$ cat config.mk
export PLATFORM = sky130hd
export DESIGN_NAME = mem_ctrl_flat
export DESIGN_NICKNAME = d
export VERILOG_FILES = /design/src/rtl/mem_ctrl_if.sv /design/src/rtl/mem_ctrl.sv /design/src/flat_wrapper.sv
export SDC_FILE = /design/constraint.sdc
export NUM_CORES = 1
export LEC_CHECK = 0
export BUFFER_PORTS_ARGS = -buffer_cell sky130_fd_sc_hd__buf_2
export CELL_PAD_IN_SITES_DETAIL_PLACEMENT = 0
export CELL_PAD_IN_SITES_GLOBAL_PLACEMENT = 2
export CORE_MARGIN = 5
export CORE_UTILIZATION = 32
export CTS_CLUSTER_DIAMETER = 150
export CTS_CLUSTER_SIZE = 16
export DETAILED_ROUTE_END_ITERATION = 7
export GPL_ROUTABILITY_DRIVEN = 0
export PLACE_DENSITY = 0.93
export SETUP_SLACK_MARGIN = 0.02
export SLEW_MARGIN = 20
export SYNTH_ARGS = -nofsm -noshare
export SYNTH_HDL_FRONTEND = slang
export SYNTH_SLANG_ARGS = --single-unit
$ cat constraint.sdc
create_clock -name clk -period 3.95 [get_ports clk]
set_input_delay 0.5925 -clock clk [delete_from_list [all_inputs] [get_ports clk]]
set_output_delay 0.5925 -clock clk [all_outputs]
set_load 0.02 [all_outputs]
$ cat src/rtl/mem_ctrl_if.sv
// Pipeline-side bundle of the memory control unit: the fetch byte port,
// the MEM-stage access port and the stall request towards ctrl.
interface mem_ctrl_if;
   // fetch port
   logic        if_req_i;
   logic [31:0] if_addr_i;
   logic [7:0]  if_data_o;
   // MEM-stage port
   logic        mem_req_i;
   logic        mem_we_i;
   logic [1:0]  mem_len_i;
   logic [31:0] mem_addr_i;
   logic [31:0] mem_wdata_i;
   logic [31:0] mem_rdata_o;
   logic        mem_done_o;
   // stall request to ctrl
   logic        stall_req_o;

   modport master (
      output if_req_i, if_addr_i,
      output mem_req_i, mem_we_i, mem_len_i, mem_addr_i, mem_wdata_i,
      input  if_data_o, mem_rdata_o, mem_done_o, stall_req_o
   );

   modport slave (
      input  if_req_i, if_addr_i,
      input  mem_req_i, mem_we_i, mem_len_i, mem_addr_i, mem_wdata_i,
      output if_data_o, mem_rdata_o, mem_done_o, stall_req_o
   );
endinterface

$ cat src/rtl/mem_ctrl.sv
// Memory control unit: shares one byte-wide single-port RAM between the
// fetch port (pure passthrough) and the MEM-stage port, which is sequenced
// one byte per cycle by a small FSM. MEM always wins; fetch is stalled.
module mem_ctrl #(
   parameter int ADDR_W = 32
) (
   input  logic              clk,
   input  logic              rst,
   mem_ctrl_if.slave         bus,
   input  logic [7:0]        ram_din_i,
   output logic [ADDR_W-1:0] ram_addr_o,
   output logic              ram_wr_o,
   output logic [7:0]        ram_dout_o
);

   typedef enum logic [1:0] {IDLE, ACCESS, LAST, DONE} state_t;

   state_t      state_q, state_d;
   logic [1:0]  cnt_q, cnt_d;       // byte index within the access
   logic [1:0]  last_q, last_d;     // index of the final byte (n-1)
   logic [31:0] addr_q, addr_d;
   logic [31:0] wdata_q, wdata_d;
   logic [31:0] rdata_q, rdata_d;
   logic        we_q, we_d;
   logic        done_q, done_d;
   logic        stall;
   logic [31:0] byte_addr;
   logic [1:0]  prev_idx;

   assign byte_addr = addr_q + {30'd0, cnt_q};
   // read data lags its address by one cycle, so ACCESS captures the previous byte
   assign prev_idx  = cnt_q - 2'd1;

   assign bus.if_data_o   = ram_din_i;
   assign bus.mem_rdata_o = rdata_q;
   assign bus.mem_done_o  = done_q;
   assign bus.stall_req_o = stall;

   // state and datapath registers, cleared asynchronously
   always_ff @(posedge clk or posedge rst) begin
      if (rst) begin
         state_q <= IDLE;
         cnt_q   <= 2'd0;
         last_q  <= 2'd0;
         addr_q  <= 32'd0;
         wdata_q <= 32'd0;
         rdata_q <= 32'd0;
         we_q    <= 1'b0;
         done_q  <= 1'b0;
      end else begin
         state_q <= state_d;
         cnt_q   <= cnt_d;
         last_q  <= last_d;
         addr_q  <= addr_d;
         wdata_q <= wdata_d;
         rdata_q <= rdata_d;
         we_q    <= we_d;
         done_q  <= done_d;
      end
   end

   // next-state, RAM mux, byte sequencing and stall decode
   always_comb begin
      state_d    = state_q;
      cnt_d      = cnt_q;
      last_d     = last_q;
      addr_d     = addr_q;
      wdata_d    = wdata_q;
      rdata_d    = rdata_q;
      we_d       = we_q;
      stall      = 1'b0;
      ram_addr_o = bus.if_req_i ? bus.if_addr_i[ADDR_W-1:0] : '0;
      ram_wr_o   = 1'b0;
      ram_dout_o = 8'h00;

      case (state_q)
         IDLE: begin
            stall = bus.mem_req_i;
            if (bus.mem_req_i) begin
               addr_d  = bus.mem_addr_i;
               wdata_d = bus.mem_wdata_i;
               we_d    = bus.mem_we_i;
               cnt_d   = 2'd0;
               case (bus.mem_len_i)
                  2'b00:   last_d = 2'd0;
                  2'b01:   last_d = 2'd1;
                  default: last_d = 2'd3;
               endcase
               if (!bus.mem_we_i) begin
                  rdata_d = 32'd0;
               end
               state_d = ACCESS;
            end
         end
         ACCESS: begin
            stall      = 1'b1;
            ram_addr_o = byte_addr[ADDR_W-1:0];
            ram_wr_o   = we_q;
            ram_dout_o = wdata_q[{cnt_q, 3'b000} +: 8];
            if (!we_q && (cnt_q != 2'd0)) begin
               rdata_d[{prev_idx, 3'b000} +: 8] = ram_din_i;
            end
            if (cnt_q == last_q) begin
               state_d = we_q ? DONE : LAST;
            end else begin
               cnt_d = cnt_q + 2'd1;
            end
         end
         LAST: begin
            stall      = 1'b1;
            ram_addr_o = addr_q[ADDR_W-1:0];
            rdata_d[{last_q, 3'b000} +: 8] = ram_din_i;
            state_d    = DONE;
         end
         DONE: begin
            state_d = IDLE;
         end
         default: begin
            state_d = IDLE;
         end
      endcase

      done_d = (state_d == DONE);
   end

endmodule

$ cat src/flat_wrapper.sv
// flat-port wrapper written by rule: the top's interface ports become plain ports
module mem_ctrl_flat 
#(
   parameter int ADDR_W = 32
)
  (clk, rst, ram_din_i, ram_addr_o, ram_wr_o, ram_dout_o, bus_if_req_i, bus_if_addr_i, bus_mem_req_i, bus_mem_we_i, bus_mem_len_i, bus_mem_addr_i, bus_mem_wdata_i, bus_if_data_o, bus_mem_rdata_o, bus_mem_done_o, bus_stall_req_o);
  mem_ctrl_if bus_i ();
  input  logic clk;
  input  logic rst;
  input  logic [7:0] ram_din_i;
  output logic [ADDR_W-1:0] ram_addr_o;
  output logic ram_wr_o;
  output logic [7:0] ram_dout_o;
  input wire logic [$bits(bus_i.if_req_i)-1:0] bus_if_req_i;
  input wire logic [$bits(bus_i.if_addr_i)-1:0] bus_if_addr_i;
  input wire logic [$bits(bus_i.mem_req_i)-1:0] bus_mem_req_i;
  input wire logic [$bits(bus_i.mem_we_i)-1:0] bus_mem_we_i;
  input wire logic [$bits(bus_i.mem_len_i)-1:0] bus_mem_len_i;
  input wire logic [$bits(bus_i.mem_addr_i)-1:0] bus_mem_addr_i;
  input wire logic [$bits(bus_i.mem_wdata_i)-1:0] bus_mem_wdata_i;
  output wire logic [$bits(bus_i.if_data_o)-1:0] bus_if_data_o;
  output wire logic [$bits(bus_i.mem_rdata_o)-1:0] bus_mem_rdata_o;
  output wire logic [$bits(bus_i.mem_done_o)-1:0] bus_mem_done_o;
  output wire logic [$bits(bus_i.stall_req_o)-1:0] bus_stall_req_o;
  assign bus_i.if_req_i = bus_if_req_i;
  assign bus_i.if_addr_i = bus_if_addr_i;
  assign bus_i.mem_req_i = bus_mem_req_i;
  assign bus_i.mem_we_i = bus_mem_we_i;
  assign bus_i.mem_len_i = bus_mem_len_i;
  assign bus_i.mem_addr_i = bus_mem_addr_i;
  assign bus_i.mem_wdata_i = bus_mem_wdata_i;
  assign bus_if_data_o = bus_i.if_data_o;
  assign bus_mem_rdata_o = bus_i.mem_rdata_o;
  assign bus_mem_done_o = bus_i.mem_done_o;
  assign bus_stall_req_o = bus_i.stall_req_o;
  mem_ctrl #(.ADDR_W(ADDR_W)) u_core (.clk(clk), .rst(rst), .bus(bus_i), .ram_din_i(ram_din_i), .ram_addr_o(ram_addr_o), .ram_wr_o(ram_wr_o), .ram_dout_o(ram_dout_o));
endmodule
# [Yosys cells after proc, flatten, opt, wreduce, memory -nomap -nowiden]
# Cells that the tools add are included.
[totals] reg_bits=104 out_inout_bits=83 latchBits=0 inputBits=111 ram_bits=0 mem_count=0 romBits=0
[op_classes] order_cmp=0 div_mod_pow=0 bitwise=0 eq_ne=10 muxes=19 n_reduce_logical=11 n_mul=0 add_sub_neg=5 shifts=5
[op_table] op="2-to-1 mux 32 bit" count=4
[op_table] op="one-hot mux 32 bit (3 select lines)" count=1
[op_table] op="bitwise mux 32 bit" count=2
[op_table] op="one-hot mux 32 bit (2 select lines)" count=1
[op_table] op="variable shift 8 x 7 -> 32 bit, first input constant" count=2
[op_table] op="variable part select 8 x 7 -> 32 bit" count=2
[op_table] op="adder 32 x 2 -> 32 bit" count=1
[op_table] op="variable part select 32 x 6 -> 8 bit" count=1
[op_table] op="negation 5 -> 7 bit" count=2
[op_table] op="2-to-1 mux 2 bit" count=4
[op_table] op="2-to-1 mux 8 bit" count=1
[op_table] op="one-hot mux 2 bit (2 select lines)" count=2
[op_table] op="one-hot mux 2 bit (4 select lines)" count=1
[op_table] op="== test 2 bit, second input constant" count=3
[op_table] op="inequality test 2 bit, second input constant" count=3
[op_table] op="== test 2 x 1 -> 1 bit, second input constant" count=2
[op_table] op="logical NOT 2 bit" count=2
[op_table] op="AND reduction 4 bit" count=1
[op_table] op="nonzero test 2 bit" count=2
[op_table] op="AND reduction 3 bit" count=1
[op_table] op="nonzero test 3 bit" count=1
[op_table] op="adder 2 x 1 -> 2 bit, second input constant" count=1
[op_table] op="== test 2 bit" count=1
[op_table] op="2-to-1 mux 1 bit" count=2
[op_table] op="other kinds (7)" count=7

# [Logic depth before layout (Yosys ltp)]
# Gate-level depths: netlist of run 1.
[depth] word_depth=6 mapped_depth=10 ltp_nobuf=7

# [Worst setup path before layout of run 1]
# No wires, ideal clock.
[synth_timing] path_type="register to output" startpoint="register u_core.cnt_q[1]" endpoint="output port ram_addr_o[15]" t_required_ns=3.357 setup_slack_ns=1.236 path_stages_with_launch=7 path_buffers=0 t_arrival_ns=2.122 cell_sequence="dfrtp_1 -> ha_1 -> a21oi_1 -> or3_4 -> nor2_2 -> nand3_1 -> o311ai_1"
[synth_between] elab_chain_len=2
[synth_rtl] item="start, declared" line_no="mem_ctrl.sv:19" rtl="logic [1:0] cnt_q, cnt_d;"
[synth_rtl] item="start signal, assigned" line_no="mem_ctrl.sv:52" rtl="cnt_q <= cnt_d;"
[synth_rtl] item="adder 32 x 2 -> 32 bit" line_no="mem_ctrl.sv:30" rtl="assign byte_addr = addr_q + {30'd0, cnt_q};"
[synth_rtl] item="one-hot mux 32 bit (2 select lines)" line_no="mem_ctrl.sv:76" rtl="case (state_q)"
[synth_rtl] item="end, declared" line_no="flat_wrapper.sv:11" rtl="output logic [ADDR_W-1:0] ram_addr_o;"
# No other way between the ends.

# [Final worst setup path of run 1]
[layout_timing] startpoint="register u_core.state_q[1]" endpoint="output port ram_addr_o[15]"
[layout_between] elab_chain_len=2 elab_cells_between_ends=3 classes_between="eq/ne: 2; mux: 1"
[layout_rtl] item="start, declared" line_no="mem_ctrl.sv:18" rtl="state_t state_q, state_d;"
[layout_rtl] item="start signal, assigned" line_no="mem_ctrl.sv:51" rtl="state_q <= state_d;"
[layout_rtl] item="== test 2 bit or == test 2 x 1 -> 1 bit (tied branches)" line_no="mem_ctrl.sv:76"
[layout_rtl] item="one-hot mux 32 bit (2 select lines) *" line_no="mem_ctrl.sv:76"
# Mark *: on every way between the ends. The rest lies on a longest branch, timed or not.

==> results of run 1 <==
-- worst max-delay path by stage --
stage | from | end | slack (ns) | cells after the start
6_report | u_core.state_q[1]$_DFF_PP0_ | ram_addr_o[15] | 0.65 | 8
3_5_place_dp | u_core.state_q[1]$_DFF_PP0_ | u_core.bus.mem_rdata_o[28]$_DFFE_PP0P_ | 1.00 | 8
4_1_cts | u_core.state_q[1]$_DFF_PP0_ | ram_addr_o[15] | 0.68 | 8
3_3_place_gp | u_core.state_q[1]$_DFF_PP0_ | u_core.bus.mem_rdata_o[31]$_DFFE_PP0P_ | 1.08 | 8
2_1_floorplan | rst | u_core.addr_q[0]$_DFFE_PP0P_ | 0.63 | 1
5_1_grt | u_core.state_q[1]$_DFF_PP0_ | ram_addr_o[15] | 0.48 | 8
-- cell type report --
cell class                 instances  area (sq um)
fill                            2163         12600
tap                              275           344
clock inverter                     7          77.6
sequential                       104          2600
clock buffer                       9           225
multi-input combinational        512          3700
inverter                          39           149
timing repair buffer             208          1080
antenna                            1          2.50
-- flip-flops by register name, indices dropped and copies added (netlist names) --
signal                  count
u_core.cnt_q                2
u_core.bus.mem_done_o       1
u_core.state_q              2
u_core.addr_q              32
u_core.we_q                 1
u_core.bus.mem_rdata_o     32
u_core.last_q               2
u_core.wdata_q             32
-- logic make-up (layout without fill, tap and decap cells) --
logic type      Yosys count  after routing  share of synthesized area
simple gates            212            212                      0.172
fa+ha+maj                17             17                     0.0328
compound gates          193            193                      0.185
buf+inv                  90            263                     0.0635
xor+xnor                 10             10                     0.0130
mux                      80             80                      0.147
flops                   104            104                      0.387
other cells               0              1                          0
-- metrics by stage --
| stage | hold slack (ns) | util |
|---|---|---|
| 6_report | 0.352 | 0.393 |
| 3_5_place_dp | 0.489 | 0.378 |
| 3_3_place_gp | 0.481 | 0.378 |
| 4_1_cts | 0.376 | 0.393 |
| 5_1_grt | 0.412 | 0.393 |
| 2_1_floorplan | 0.474 | - |
-- routing by layer --
| layer | part of all wire | wire (um) | up-vias | GRT usage |
|---|---|---|---|---|
| met3 | 0.053 | 1120 | 24 | 0.0325 |
| li1 | - | - | 2920 | - |
| met2 | 0.45 | 9660 | 167 | 0.260 |
| met4 | 0.018 | 386 | 4 | 0.0555 |
| met5 | 0.0013 | 27 | - | 0 |
| met1 | 0.47 | 10100 | 2911 | 0.255 |
-- cell usage after synthesis (3+ instances only) --
master / instances
o21ai_0: 73
mux4_2: 8
o21ai_1: 8
dfrtp_1: 104
ha_1: 16
a31oi_1: 5
buf_1: 12
nor3_1: 12
a22oi_1: 32
a22o_1: 21
nor2_1: 11
nand4_1: 11
or2_2: 3
inv_1: 38
a21o_1: 3
nor2b_1: 3
buf_2: 10
a21oi_1: 20
nor4_1: 3
nand2_1: 89
buf_4: 8
o22ai_1: 10
and2_1: 9
clkbuf_1: 18
nand3_1: 34
mux2_2: 67
xor2_1: 7
mux2i_1: 5
and3_1: 7
xnor2_1: 3
or3_1: 3
-- where the power goes --
group	internal [mW]	switching, mW	total [mW]
Clock	0.499	0.434	0.933
Sequential	1.47	0.463	1.93
Combinational	1.36	2.11	3.47
-- worst max-delay path: stages (launching register included) --
cell	delay [ns]
dfrtp_1	0.42
inv_1	0.11
ha_2	0.42
clkinv_1	0.36
nor2_1	0.44
o31a_1	0.21
o21ai_1	0.06
o311ai_1	0.11
buf_2	0.23
==> flow_metrics.env, run 1 <==
export IMPL_status="finished, final reports clean"
export IMPL_drc=0
export IMPL_drt_pass1_iter_count=6
export IMPL_place_area_sq_mm=0.00788
export IMPL_yosys_area_top_type_share=0.387
export IMPL_path_class="reg2out"
export IMPL_cts_hold_fix_buffers=0
export IMPL_finalHoldViolCount=0
export IMPL_grt_pass1_wl_mm=33.5
export IMPL_root_buffer="clkbuf_16"
export IMPL_report_power_total_mw=6.33
export IMPL_synth_seq_cells=104
export IMPL_port_buffers=193
export IMPL_r2r_start="u_core.state_q[1]$_DFF_PP0_"
export IMPL_drt_iter0_drc=377
export IMPL_worstMarginPinSlew_ns=0.942
export IMPL_numCtsBuffers=9
export IMPL_ys_types=73
export IMPL_post_cts_buffers=0
export IMPL_syn_area_per_cell_sq_um=9.52
export IMPL_place_hpwl_mm=15.8
export IMPL_period_minus_slack_ns=3.30
export IMPL_core_area_sq_mm=0.0208
export IMPL_rsz0062_at_grt="no"
export IMPL_end_kind="output pin"
export IMPL_layout_commonest_cell="buf_2"
export IMPL_start_util=0.323
export IMPL_clk_latency_ns=0.36
export IMPL_cts_tree="yes"
export IMPL_startpoint_type="flop"
export IMPL_drv_cap=0
export IMPL_syn_nets=834
export IMPL_hp_class="in2async"
export IMPL_clk_pin_slew_ns=0.07
export IMPL_cp_arrival_ns=2.70
export IMPL_drive_gt1_frac=0.370
export IMPL_async_flop_share=1.00
export IMPL_cts_htree_levels=3
export IMPL_synth_edf_count=0
export IMPL_max_slew_margin=0.367
export IMPL_power_density_mw_per_mm2=774
export IMPL_synth_cell_area_sq_mm=0.00672
export IMPL_wl_per_cell_um=18.4
export IMPL_cp_max_fo=17
export IMPL_grt_max_degree=53
export IMPL_synthTopCellsByArea="dfrtp_1 39%, mux2_2 11%, o21ai_0 5.4%"
export IMPL_finalCritPeriodShare=0.834
export IMPL_ys_warn_count=0
export IMPL_clock_fmax_ghz=0.303
export IMPL_antenna_left=0
export IMPL_post_drt_via_cell_ratio=5.22
export IMPL_dp_cells=1138
export IMPL_dr_total_vias=6026
export IMPL_overflow=0
export IMPL_areaGrowthSynthToFinish_pct=21.8
export IMPL_tns_ns=0
export IMPL_cts_resized=0
export IMPL_slew_viol_final=0
export IMPL_setup_slack_ns=0.654
export IMPL_synth_top_area_cell="dfrtp_1"
export IMPL_final_cell_mix="193 x buf_2, 104 x dfrtp_1, 88 x nand2_1, 73 x o21ai_0, 67 x mux2_2"
export IMPL_wirelength_mm=21.3
export IMPL_io_pins=194
export IMPL_final_area_sq_mm=0.00818
export IMPL_clock_path_buffers=2
export IMPL_synthFlopType="dfrtp_1"
export IMPL_seq_area_frac_synth=0.387
export IMPL_gr_usage_all_layers=0.174
export IMPL_fp_row_count=53
export IMPL_p_leak_nw=3.70
export IMPL_skew_ns=0.0102
export IMPL_worst_r2r_endpoint="u_core.bus.mem_rdata_o[28]$_DFFE_PP0P_"
export IMPL_vdd_drop_max_uv=315
export IMPL_syn_inst=706
export IMPL_cp_required_ns=3.36
export IMPL_nets=1002
export IMPL_r2r_slack_ns=1.03
export IMPL_die_w_um=155
export IMPL_grt_pass1_vias=5957
export IMPL_place_ws_ns=1.00
export IMPL_cts_sinks=104
export IMPL_dieArea_sq_mm=0.0240
export IMPL_r2r_cells=8
export IMPL_die_y_um=155
export IMPL_antenna_found_initial=3
export IMPL_final_cells=1155
export IMPL_finalSetupViolations=0
Note: power is estimated with default switching activity, not from simulation.
==> run 2, diff against run 1 <==
CORE_UTILIZATION = 28   (was 32)
PLACE_DENSITY = 0.87   (was 0.93)
clock period = 2.7 ns   (was 3.95 ns; I/O delays follow)
==> run 2 against run 1 <==
Worst hold slack worse by 0.14 ns. First-iteration DRC count rose by 6.9%. Clock skew rose by 0.0054 ns. Clock-buffer cell count rose by 2. Cell count rose by 6.0%. Total power grew 56%. Core utilization decreased by 2.4 points. Register-to-register slack worse by 0.75 ns. Via count up 2.6%.
==> flow_metrics.env, run 2 (same netlist as run 1, synthesis figures left out) <==
export IMPL_status="finished, final reports clean"
export IMPL_core_area_sq_mm=0.0235
export IMPL_tns_ns=0
export IMPL_nets=1027
export IMPL_io_pins=194
export IMPL_clock_path_buffers=2
export IMPL_drc=0
export IMPL_rsz0062_at_grt="yes"
export IMPL_finalCritPeriodShare=0.994
export IMPL_overflow=0
export IMPL_gr_usage_all_layers=0.160
export IMPL_hp_class="in2async"
export IMPL_power_density_mw_per_mm2=1140
export IMPL_critical_path_max_stage_delay_ns=0.40
export IMPL_crit_chain="ha_4, fa_2, nand3_4, nor4_4, nand4_1, xor2_1, o21ai_1, buf_4"
export IMPL_cts_sinks=104
export IMPL_wirelength_mm=22.4
export IMPL_wl_per_cell_um=18.3
export IMPL_vdd_drop_max_uv=457
export IMPL_cp_required_ns=2.30
export IMPL_skew_ns=0.0156
export IMPL_post_drt_via_cell_ratio=5.05
export IMPL_fp_row_count=56
export IMPL_grt_pass1_wl_mm=34.3
export IMPL_dr_total_vias=6185
export IMPL_grt_pass1_vias=6104
export IMPL_report_power_total_mw=9.91
export IMPL_crit_slowest_cell="dfrtp_1"
export IMPL_layout_commonest_cell="buf_2"
export IMPL_drv_cap=0
export IMPL_worst_r2r_endpoint="u_core.bus.mem_rdata_o[14]$_DFFE_PP0P_"
export IMPL_antenna_left=0
export IMPL_finalSetupViolations=0
export IMPL_drive_gt1_frac=0.413
export IMPL_root_buffer="clkbuf_16"
export IMPL_cts_tree="yes"
export IMPL_areaGrowthSynthToFinish_pct=29.3
export IMPL_fin_util=0.369
export IMPL_n_fill_cell=2452
export IMPL_max_slew_margin=0.312
export IMPL_dieArea_sq_mm=0.0272
export IMPL_end_kind="output pin"
export IMPL_startpoint_type="flop"
export IMPL_path_class="reg2out"
export IMPL_die_y_um=165
export IMPL_port_buffers=193
export IMPL_cp_arrival_ns=2.28
export IMPL_drt_iter0_drc=403
export IMPL_r2r_start="u_core.cnt_q[1]$_DFFE_PP0P_"
export IMPL_period_minus_slack_ns=2.68
export IMPL_numCtsBuffers=9
export IMPL_antenna_found_initial=5
export IMPL_cts_htree_levels=3
export IMPL_clk_latency_ns=0.35
export IMPL_clk_pin_slew_ns=0.07
export IMPL_die_w_um=165
export IMPL_crit_family="simple AND/OR/NAND/NOR gates"
export IMPL_cp_max_fo=6
export IMPL_final_cell_mix="181 x buf_2, 99 x dfrtp_1, 88 x nand2_1, 70 x o21ai_0, 67 x mux2_2"
export IMPL_worstMarginPinSlew_ns=1.02
export IMPL_r2r_slack_ns=0.28
export IMPL_slew_viol_final=0
export IMPL_grt_max_degree=105
export IMPL_drt_pass1_iter_count=5
export IMPL_place_hpwl_mm=16.2
export IMPL_cp_buffers_inverters=1
export IMPL_dp_cells=1192
export IMPL_finalHoldViolCount=0
export IMPL_clock_fmax_ghz=0.373
export IMPL_p_leak_nw=3.84
export IMPL_r2r_cells=9
export IMPL_start_util=0.285
export IMPL_final_cells=1224
==> run 2: changes by cell type in the layout (fill, tap and decap cells not counted), sizes merged <==
cell / change
buf: +25
clkbuf: +2
clkinv: -4
clkinvlp: +2
==> run 2: how the worst max path moves through the flow <==
stage                                            start        endpoint  slack (ns)  depth (start not counted)
after floorplan            u_core.cnt_q[1]$_DFFE_PP0P_  ram_addr_o[15]        0.17                          6
after global placement    u_core.addr_q[0]$_DFFE_PP0P_  ram_addr_o[18]        0.15                          8
after detailed placement  u_core.addr_q[0]$_DFFE_PP0P_  ram_addr_o[18]         0.1                          8
after CTS                  u_core.cnt_q[0]$_DFFE_PP0P_  ram_addr_o[22]       0.002                          9
after global routing       u_core.cnt_q[0]$_DFFE_PP0P_  ram_addr_o[18]       -0.10                          9
final                      u_core.cnt_q[0]$_DFFE_PP0P_  ram_addr_o[28]        0.02                          8
==> run 2: worst min-delay path: cells and delay by family <==
| family | cells | cell delay [ns] |
|---|---|---|
| buf+inv | 3 | 0.60 |
==> run 2: repair_timing <==
action / in CTS / in global routing
buffers inserted: 12 / 4
resized for setup: 25 / 34
setup endpoints to repair: 28 / 34
hold buffers: 0 / 0
pin swaps: 11 / 12
==> run 2: layer usage <==
metal  vias to the layer above  GRT usage  wire length, um
met2                       164      0.246            10200
li1                       2962          -                -
met3                        32     0.0362             1240
met4                         8     0.0423              410
met1                      3019      0.226            10500
met5                         -          0               45
==> run 2: final cells by class <==
| cell class | count | area (sq um) | area share |
|---|---|---|---|
| sequential | 104 | 2610 | 0.300 |
| antenna | 1 | 2.50 | 0.000288 |
| timing repair buffer | 233 | 1350 | 0.155 |
| inverter | 39 | 153 | 0.0176 |
| clock inverter | 5 | 63.8 | 0.00734 |
| clock buffer | 11 | 233 | 0.0268 |
| tap | 319 | 399 | 0.0459 |
| multi-input combinational | 512 | 3880 | 0.447 |
==> run 2: metrics by stage <==
| stage | hold WS (ns) | setup slack (ns) | cell area [sq um] |
|---|---|---|---|
| final | 0.212 | 0.0157 | 8690 |
| after global routing | 0.256 | -0.103 | 8690 |
| after CTS | 0.249 | 0.00233 | 8530 |
| after detailed placement | 0.489 | 0.0976 | 8050 |
| after global placement | 0.483 | 0.146 | 8050 |
| after floorplan | 0.474 | 0.173 | 6720 |
==> run 2: power breakdown <==
part / internal [mW] / switching, mW
Sequential: 2.16 / 0.697
Clock: 0.731 / 0.638
Combinational: 2.36 / 3.32
